`src/rtl/bcdr_sop_detector_if.sv`:
```
// -----------------------------------------------------------------------------
// bcdr_sop_detector_if
// Signal bundle between the RX datapath / VIO and the burst SOP detector.
//   rx_data_in        RX parallel word, bit 0 received first
//   rx_valid_in       rx_data_in qualifier
//   BCDR_SOP          manual SOP level from VIO (already synchronised)
//   BCDR_sop_sel_vio  1 = manual SOP source, 0 = detected SOP source
//   BCDR_SOP_det_th   transitions-per-word threshold, 0 disables detection
//   sop_out           one-cycle SOP strobe
//   burst_active_out  detector is locked onto a burst
//   trans_count_out   transition count of the last valid word
//   sop_count_out     saturating count of sop_out pulses
// Modports: master = source side (datapath/VIO), slave = detector.
// -----------------------------------------------------------------------------
interface bcdr_sop_detector_if #(
  parameter int DATA_W = 64
);
  logic [DATA_W-1:0] rx_data_in;
  logic              rx_valid_in;
  logic              BCDR_SOP;
  logic              BCDR_sop_sel_vio;
  logic [6:0]        BCDR_SOP_det_th;
  logic              sop_out;
  logic              burst_active_out;
  logic [6:0]        trans_count_out;
  logic [15:0]       sop_count_out;

  modport master (
    output rx_data_in, rx_valid_in, BCDR_SOP, BCDR_sop_sel_vio, BCDR_SOP_det_th,
    input  sop_out, burst_active_out, trans_count_out, sop_count_out
  );

  modport slave (
    input  rx_data_in, rx_valid_in, BCDR_SOP, BCDR_sop_sel_vio, BCDR_SOP_det_th,
    output sop_out, burst_active_out, trans_count_out, sop_count_out
  );
endinterface

```
`src/rtl/bcdr_sop_detector.sv`:
```
// -----------------------------------------------------------------------------
// bcdr_sop_detector
// Burst-mode start-of-packet detector for the PON upstream RX path. Counts bit
// transitions per word to spot the 1010 preamble, locks after QUAL_WORDS
// qualifying words, drops the burst after GAP_WORDS non-qualifying words, and
// muxes the detected SOP with a manual VIO SOP into a single-cycle strobe.
// Ports:
//   hb0_gtwiz_userclk_rx_usrclk2_int  RX user clock
//   hb_gtwiz_reset_rx_datapath_int    synchronous active-high reset
//   bus                               bcdr_sop_detector_if.slave bundle
// Pipeline: word at edge t -> trans_count_out at t -> det_sop at t+1 ->
//           sop_out at t+2.
// -----------------------------------------------------------------------------
module bcdr_sop_detector #(
  parameter int DATA_W     = 64,
  parameter int QUAL_WORDS = 4,
  parameter int GAP_WORDS  = 8
) (
  input  logic                      hb0_gtwiz_userclk_rx_usrclk2_int,
  input  logic                      hb_gtwiz_reset_rx_datapath_int,
  bcdr_sop_detector_if.slave        bus
);

  localparam int MAX_WORDS = (QUAL_WORDS > GAP_WORDS) ? QUAL_WORDS : GAP_WORDS;
  localparam int CNT_W     = $clog2(MAX_WORDS + 1);
  localparam logic [CNT_W-1:0] QUAL_CNT = CNT_W'(QUAL_WORDS);
  localparam logic [CNT_W-1:0] GAP_CNT  = CNT_W'(GAP_WORDS);

  typedef enum logic [1:0] {IDLE, QUALIFY, LOCKED} state_t;

  // ---------------------------------------------------------------------------
  // Stage 1: transition count
  // ---------------------------------------------------------------------------
  logic              prev_bit;
  logic              v1;
  logic [6:0]        tc_q;
  logic [DATA_W-1:0] diff;
  logic [6:0]        tc;

  // Each bit is compared with its predecessor; bit 0 with the last bit of the
  // previous valid word so preamble runs spanning word boundaries are counted.
  always_comb begin
    diff = bus.rx_data_in ^ {bus.rx_data_in[DATA_W-2:0], prev_bit};
    tc   = '0;
    for (int i = 0; i < DATA_W; i++) tc = tc + 7'(diff[i]);
  end

  // NOTE: clocked state uses non-blocking assignments so every register samples
  // pre-edge values and the simulation matches the synthesized flops.
  always_ff @(posedge hb0_gtwiz_userclk_rx_usrclk2_int) begin
    if (hb_gtwiz_reset_rx_datapath_int) begin
      prev_bit <= 1'b0;
      tc_q     <= '0;
      v1       <= 1'b0;
    end else begin
      v1 <= bus.rx_valid_in;
      if (bus.rx_valid_in) begin
        prev_bit <= bus.rx_data_in[DATA_W-1];
        tc_q     <= tc;
      end
    end
  end

  // ---------------------------------------------------------------------------
  // Stage 2: qualification FSM
  // ---------------------------------------------------------------------------
  state_t           state;
  logic [CNT_W-1:0] run;
  logic [CNT_W-1:0] gap;
  logic [6:0]       th_q;
  logic             det_sop;
  logic             burst;
  logic             qual;
  logic [CNT_W-1:0] run_inc;
  logic [CNT_W-1:0] gap_inc;

  assign qual    = (th_q != 7'd0) && (tc_q >= th_q);
  assign run_inc = run + 1'b1;
  assign gap_inc = gap + 1'b1;

  always_ff @(posedge hb0_gtwiz_userclk_rx_usrclk2_int) begin
    if (hb_gtwiz_reset_rx_datapath_int) begin
      state   <= IDLE;
      run     <= '0;
      gap     <= '0;
      th_q    <= '0;
      det_sop <= 1'b0;
      burst   <= 1'b0;
    end else begin
      // NOTE: det_sop is defaulted low every cycle so it can only ever be a
      // single-cycle pulse; each branch below only raises it.
      det_sop <= 1'b0;
      case (state)
        IDLE: begin
          // Threshold is only tracked while idle so a burst in progress is
          // judged against the value it started with.
          th_q <= bus.BCDR_SOP_det_th;
          if (v1 && qual) begin
            gap <= '0;
            if (QUAL_WORDS == 1) begin
              state   <= LOCKED;
              burst   <= 1'b1;
              det_sop <= 1'b1;
              run     <= '0;
            end else begin
              state <= QUALIFY;
              run   <= CNT_W'(1);
            end
          end
        end
        QUALIFY: begin
          if (v1) begin
            if (!qual) begin
              run   <= '0;
              state <= IDLE;
            end else if (run_inc == QUAL_CNT) begin
              run     <= '0;
              gap     <= '0;
              state   <= LOCKED;
              burst   <= 1'b1;
              det_sop <= 1'b1;
            end else begin
              run <= run_inc;
            end
          end
        end
        LOCKED: begin
          if (v1) begin
            if (qual) begin
              gap <= '0;
            end else if (gap_inc == GAP_CNT) begin
              gap   <= '0;
              state <= IDLE;
              burst <= 1'b0;
            end else begin
              gap <= gap_inc;
            end
          end
        end
        default: state <= IDLE;
      endcase
    end
  end

  // ---------------------------------------------------------------------------
  // Output mux and SOP counter
  // ---------------------------------------------------------------------------
  logic        sop_q;
  logic        sop_r;
  logic [15:0] sop_cnt;

  always_ff @(posedge hb0_gtwiz_userclk_rx_usrclk2_int) begin
    if (hb_gtwiz_reset_rx_datapath_int) begin
      sop_q   <= 1'b0;
      sop_r   <= 1'b0;
      sop_cnt <= '0;
    end else begin
      // Edge register runs regardless of the source select, so switching to
      // the manual source while BCDR_SOP is already high gives no pulse.
      sop_q <= bus.BCDR_SOP;
      sop_r <= bus.BCDR_sop_sel_vio ? (bus.BCDR_SOP & ~sop_q) : det_sop;
      if (sop_r && (sop_cnt != 16'hFFFF)) sop_cnt <= sop_cnt + 16'd1;
    end
  end

  assign bus.sop_out          = sop_r;
  assign bus.burst_active_out = burst;
  assign bus.trans_count_out  = tc_q;
  assign bus.sop_count_out    = sop_cnt;

endmodule
```
`src/flat_wrapper.sv`:
```
// flat-port wrapper written by rule: the top's interface ports become plain ports
module bcdr_sop_detector_flat 
#(
  parameter int DATA_W     = 64,
  parameter int QUAL_WORDS = 4,
  parameter int GAP_WORDS  = 8
)
  (hb0_gtwiz_userclk_rx_usrclk2_int, hb_gtwiz_reset_rx_datapath_int, bus_rx_data_in, bus_rx_valid_in, bus_BCDR_SOP, bus_BCDR_sop_sel_vio, bus_BCDR_SOP_det_th, bus_sop_out, bus_burst_active_out, bus_trans_count_out, bus_sop_count_out);
  bcdr_sop_detector_if #(.DATA_W(DATA_W)) bus_i ();
  input  logic hb0_gtwiz_userclk_rx_usrclk2_int;
  input  logic hb_gtwiz_reset_rx_datapath_int;
  input wire logic [$bits(bus_i.rx_data_in)-1:0] bus_rx_data_in;
  input wire logic [$bits(bus_i.rx_valid_in)-1:0] bus_rx_valid_in;
  input wire logic [$bits(bus_i.BCDR_SOP)-1:0] bus_BCDR_SOP;
  input wire logic [$bits(bus_i.BCDR_sop_sel_vio)-1:0] bus_BCDR_sop_sel_vio;
  input wire logic [$bits(bus_i.BCDR_SOP_det_th)-1:0] bus_BCDR_SOP_det_th;
  output wire logic [$bits(bus_i.sop_out)-1:0] bus_sop_out;
  output wire logic [$bits(bus_i.burst_active_out)-1:0] bus_burst_active_out;
  output wire logic [$bits(bus_i.trans_count_out)-1:0] bus_trans_count_out;
  output wire logic [$bits(bus_i.sop_count_out)-1:0] bus_sop_count_out;
  assign bus_i.rx_data_in = bus_rx_data_in;
  assign bus_i.rx_valid_in = bus_rx_valid_in;
  assign bus_i.BCDR_SOP = bus_BCDR_SOP;
  assign bus_i.BCDR_sop_sel_vio = bus_BCDR_sop_sel_vio;
  assign bus_i.BCDR_SOP_det_th = bus_BCDR_SOP_det_th;
  assign bus_sop_out = bus_i.sop_out;
  assign bus_burst_active_out = bus_i.burst_active_out;
  assign bus_trans_count_out = bus_i.trans_count_out;
  assign bus_sop_count_out = bus_i.sop_count_out;
  bcdr_sop_detector #(.DATA_W(DATA_W), .QUAL_WORDS(QUAL_WORDS), .GAP_WORDS(GAP_WORDS)) u_core (.hb0_gtwiz_userclk_rx_usrclk2_int(hb0_gtwiz_userclk_rx_usrclk2_int), .hb_gtwiz_reset_rx_datapath_int(hb_gtwiz_reset_rx_datapath_int), .bus(bus_i));
endmodule
```
`config.mk`:
```
export PLATFORM = sky130hd
export DESIGN_NAME = bcdr_sop_detector_flat
export DESIGN_NICKNAME = d
export VERILOG_FILES = /design/src/rtl/bcdr_sop_detector_if.sv /design/src/rtl/bcdr_sop_detector.sv /design/src/flat_wrapper.sv
export SDC_FILE = /design/constraint.sdc
export NUM_CORES = 1
export LEC_CHECK = 0
export CORE_MARGIN = 2
export CORE_UTILIZATION = 52
export DETAILED_ROUTE_END_ITERATION = 8
export MAX_ROUTING_LAYER = met4
export PLACE_DENSITY_LB_ADDON = 0.25
export SYNTH_ARGS = -nofsm -noshare
export SYNTH_HDL_FRONTEND = slang
export SYNTH_SLANG_ARGS = --single-unit
```
`constraint.sdc`:
```
create_clock -name hb0_gtwiz_userclk_rx_usrclk2_int -period 9.3 [get_ports hb0_gtwiz_userclk_rx_usrclk2_int]
set_input_delay 1.86 -clock hb0_gtwiz_userclk_rx_usrclk2_int [delete_from_list [all_inputs] [get_ports hb0_gtwiz_userclk_rx_usrclk2_int]]
set_output_delay 1.86 -clock hb0_gtwiz_userclk_rx_usrclk2_int [all_outputs]
set_load 0.05 [all_outputs]
```
## After elaboration in Yosys (flattened, before gate mapping)

Index checks and enable logic that the tools add are counted.

- Add/subtract/negate cells: 66
- Magnitude comparators: 1
- Eq/ne operators: 13
- Mux-type cells: 30
- Bitwise logic cells: 6
- Reductions and logical operators: 13

Operators with widths:

| cell | number |
|---|---|
| $add 7x1->7 | 62 |
| $xor 64x64->64 | 1 |
| $mux 4 | 11 |
| $add 16x1->16 const B | 1 |
| $ne 16x16->1 const B | 1 |
| $mux 2 | 7 |
| $ne 2x1->1 const B | 6 |
| $pmux 4 s3 | 1 |
| $reduce_and 6->1 | 2 |
| $add 4x1->4 const B | 2 |
| $mux 1 | 8 |
| $pmux 4 s2 | 1 |
| $ge 7x7->1 | 1 |
| $reduce_and 7->1 | 1 |
| $reduce_bool 7->1 | 1 |
| $pmux 2 s3 | 1 |
| $eq 4x3->1 const B | 1 |
| $eq 4x4->1 const B | 1 |
| $not 1->1 | 4 |
| $reduce_bool 2->1 | 2 |
| $reduce_or 4->1 | 1 |
| $logic_and 1x1->1 | 3 |
| $ne 3x3->1 const B | 1 |
| $reduce_and 3->1 | 1 |
| other kinds (8) | 8 |

- Flip-flop bits (word level): 46
- Output and inout port bits: 25
- Word-level logic and storage cells: 141

## Longest topological paths before layout

- Word-level depth: 64
- Gate-level depth with buffers: 22
- Mapped depth without buffers: 22

## Least setup slack after synthesis

Ideal clock, no wire load.

- Path kind: input to register
- Start: input port bus_rx_data_in[0]
- End: register u_core.tc_q[6] (netlist: u_core.bus.trans_count_out[6])
- Data arrival time: 8.100 ns
- Data required time: 9.214 ns
- Path slack: 1.115 ns
- Cell stages on the path: 19
- Buffers on the path: 0
- Cells stage by stage: xor2_1 > ha_1 > fa_1 > fa_1 > fa_1 > fa_1 > fa_1 > fa_1 > inv_1 > fa_1 > fa_1 > fa_1 > fa_1 > nand2b_1 > a21boi_0 > o21ai_0 > a21oi_1 > nor2_1 > a211oi_1

- Word-level cells in the longest chain between the ends: 64

Ends and longest elaborated chain:

| element | line | text |
|---|---|---|
| start: declaration | flat_wrapper.sv:12 | `input wire logic [$bits(bus_i.rx_data_in)-1:0] bus_rx_data_in;` |
| $xor 64x64->64 | bcdr_sop_detector.sv:43 | `diff = bus.rx_data_in ^ {bus.rx_data_in[DATA_W-2:0], prev_bit};` |
| $add 1x1->2 | bcdr_sop_detector.sv:45 | `for (int i = 0; i < DATA_W; i++) tc = tc + 7'(diff[i]);` |
| $add 7x1->7 (62 in a row) | bcdr_sop_detector.sv:45 |  |
| end signal: assignment | bcdr_sop_detector.sv:59 | `tc_q <= tc;` |
| end: declaration | bcdr_sop_detector.sv:36 | `logic [6:0] tc_q;` |

No other way between the ends.
A chain may end at the register's enable or synchronous reset.

## Final worst setup path

- Start: input port bus_rx_data_in[1]
- End: register u_core.tc_q[6] (netlist: u_core.bus.trans_count_out[6])

- Word-level cells in the longest chain between the ends: 64

Ends and longest elaborated chain:

| element | line |
|---|---|
| $xor 64x64->64 * | bcdr_sop_detector.sv:43 |
| $add 1x1->2 | bcdr_sop_detector.sv:45 |
| $add 7x1->7 * (62 in a row) | bcdr_sop_detector.sv:45 |

Mark *: on every way between the ends. The rest lies on a longest branch, timed or not.

==> flow_metrics.tcl <==
set metrics [dict create \
    final_common_cell "clkdlybuf4s50_1" \
    hold_path_class "flip-flop to flip-flop" \
    final_cell_mix "100 x clkdlybuf4s50_1, 72 x inv_1, 54 x fa_1, 46 x dfxtp_1, 43 x xnor2_1" \
    cts_hold_buf 0 \
    dieWidth_um 97.41 \
    ff2ff_path_depth 19 \
    fmax_mhz 115.6 \
    grt_pass1_wl_um 16300 \
    synth_top_family_by_area "adder cells" \
    io_buffers 100 \
    placed_area_um2 5643 \
    clock_path_buffers 2 \
    synthSimpleGateAreaFrac_pct 12.82 \
    worstPathArrival_ns 8.87 \
    coreArea_um2 8593 \
    dr.pass1.iters 4 \
    multi_input_area_um2 3308 \
    final_area_um2 5729 \
    status "finished clean" \
    post-cts-setup-buffer-count 0 \
    grt_overflow_total 0 \
    cts_made_buffers 5 \
    seqCellArea_um2 920.9 \
    synth_compound_area_share_pct 9.625 \
    drv_slew 0 \
    setup_viol 0 \
    start_util_pct 52.80 \
    pre_cts_slack_ns 0.2922 \
    syn-instance-count 470 \
    grt_util_all_layers_pct 21.25 \
    syn_area_per_cell_um2 9.653 \
    rows 34 \
    utilization_pct 66.67 \
    synth_xor_area_share_pct 15.44 \
    synth_fa_ha_area_share_pct 32.38 \
    drt_iter0_markers 68 \
    io_pins 101 \
    ys_types 55 \
    required_ns 9.51 \
    cp-endpoint "u_core.bus.trans_count_out[6]" \
    r2r-start "u_core.prev_bit" \
    synth_flop_cell "dfxtp_1" \
    cap_violations 0 \
    drcViolationCount 0 \
    clock-sinks 46 \
    critPathLaunchType "primary input" \
    grt_pass1_vias 3670 \
    clk_pin_slew_ns 0.10 \
    vias 3480 \
    ant_nets 0 \
    fin_crit_sh_pct 93.04 \
    synth_top_area_share_pct 23.83 \
    antenna_found_initial 0 \
    drive_above_1_share_pct 3.684 \
    ys_seq_area_share_pct 20.30 \
    worstReg2RegEnd "u_core.bus.trans_count_out[6]" \
    cts_resized 0 \
    ys_warn_count 0 \
    async_flop_share_pct 0 \
    nFillCells 702 \
    muxShareOfSynthArea_pct 2.648 \
    endpoint_kind "flip-flop" \
    vias_per_cell 5.133 \
    n_antenna_cell 0 \
    worst_slew_pin_slew_ns 0.6889 \
    setup_slack_ns 0.6470 \
    synth-edff-count 0 \
    post-route-min-period_ns 8.653 \
    grt_setup_unrepaired "false" \
    clock_latency_ns 0.30 \
    dp_hpwl_um 7997 \
    die_y_um 97.41 \
    grt_max_degree 49 \
    setup_tns_ns 0 \
    htreeDepth 2 \
    gp_congestion 0.8118 \
    cts-root-buf "clkbuf_8" \
    path_class "primary input to flip-flop" \
    wl_um 9276 \
    cts_tree "yes" \
    areaGrowthSynthToFinish_pct 26.28 \
    nets 730 \
    path_max_fanout 2 \
    finalClockSkew_ns 0.01887 \
    die_area_um2 9488 \
    synth_top_cell_by_area "fa_1" \
    ys_seq_elements 46 \
    synth_area_um2 4537 \
    hold_viol 0 \
    rrSetupSlack_ns 2.34 \
    wl_per_cell_um 13.68 \
    synth_nets 631 \
    yosys-top-cells-area "fa_1 24%, dfxtp_1 20%, ha_1 8.5%" \
    max_slew_margin_pct 53.65 \
    crit_path_start "bus_rx_data_in[1]" \
]
## stage by stage
step	std cells	hold slack [ns]
2_1_floorplan	470	0.4307
3_3_place_gp	670	0.4422
3_5_place_dp	670	0.4433
4_1_cts	678	0.4901
5_1_grt	678	0.5306
6_report	678	0.4883
## registers in the layout, indices dropped and copies added (netlist names)
signal,cells
u_core.bus.burst_active_out,1
u_core.bus.sop_count_out,16
u_core.bus.sop_out,1
u_core.bus.trans_count_out,7
u_core.det_sop,1
u_core.gap,4
u_core.prev_bit,1
u_core.run,4
u_core.sop_q,1
u_core.state,2
u_core.th_q,7
u_core.v1,1
## final cells by class
class | count | area share (%)
repair buffers | 101 | 17.60
multi-input cells | 343 | 57.74
well taps | 108 | 2.359
clock inverters | 2 | 0.2402
flip-flops and latches | 46 | 16.07
inverters | 72 | 4.717
clock buffers | 6 | 1.267
## synth_stat cells, drive strengths merged, types with 4 or more instances
cell type and n:
nor2 39, o21ai 5, inv 72, nor3 11, nand2 14, fa 54
dfxtp 46, xor2 37, mux2i 12, ha 31, nand3 10, a211oi 8
nand4 9, clkbuf 8, and3 4, nand2b 6, a21oi 8, xnor2 43
nor2b 6
## cells by family after synthesis
logic type / count (synthesis)
AOI/OAI and AO/OA: 52
xor gates and xnor gates: 80
and+or+nand+nor: 114
buffers and inverters: 81
muxes: 12
adders and majority gates: 85
DFF: 46
## routing by layer
metal | global-route usage, % | routed length (um)
met3 | 2.230 | 235
met4 | 4.808 | 93
met5 | - | 0
met2 | 37.61 | 4934
met1 | 26.37 | 4012
## worst min path at each step
stage | from | slack [ns] | endpoint | cells after the start
after global routing | u_core.det_sop | 0.53 | u_core.bus.sop_out | 2
after global placement | u_core.det_sop | 0.44 | u_core.bus.sop_out | 2
final | u_core.det_sop | 0.49 | u_core.bus.sop_out | 2
after detailed placement | u_core.det_sop | 0.44 | u_core.bus.sop_out | 2
after CTS | u_core.det_sop | 0.49 | u_core.bus.sop_out | 2
after floorplan | u_core.det_sop | 0.43 | u_core.bus.sop_out | 2
## worst max-delay path, cell delays in order
cell and delay, ns:
clkdlybuf4s50_1 0.50, xor2_1 0.16, ha_1 0.26, fa_1 0.54
fa_1 0.52, fa_1 0.52, fa_1 0.53, fa_1 0.53
fa_1 0.55, inv_1 0.06, fa_1 0.50, fa_1 0.52
fa_1 0.47, fa_1 0.40, nand2b_1 0.16, a21boi_0 0.20
o21ai_0 0.13, a21oi_1 0.19, nor2_1 0.06, a211oi_1 0.21
Power is not shown: default switching activity piles up to over one toggle a cycle in this logic, so the estimate is an artifact.
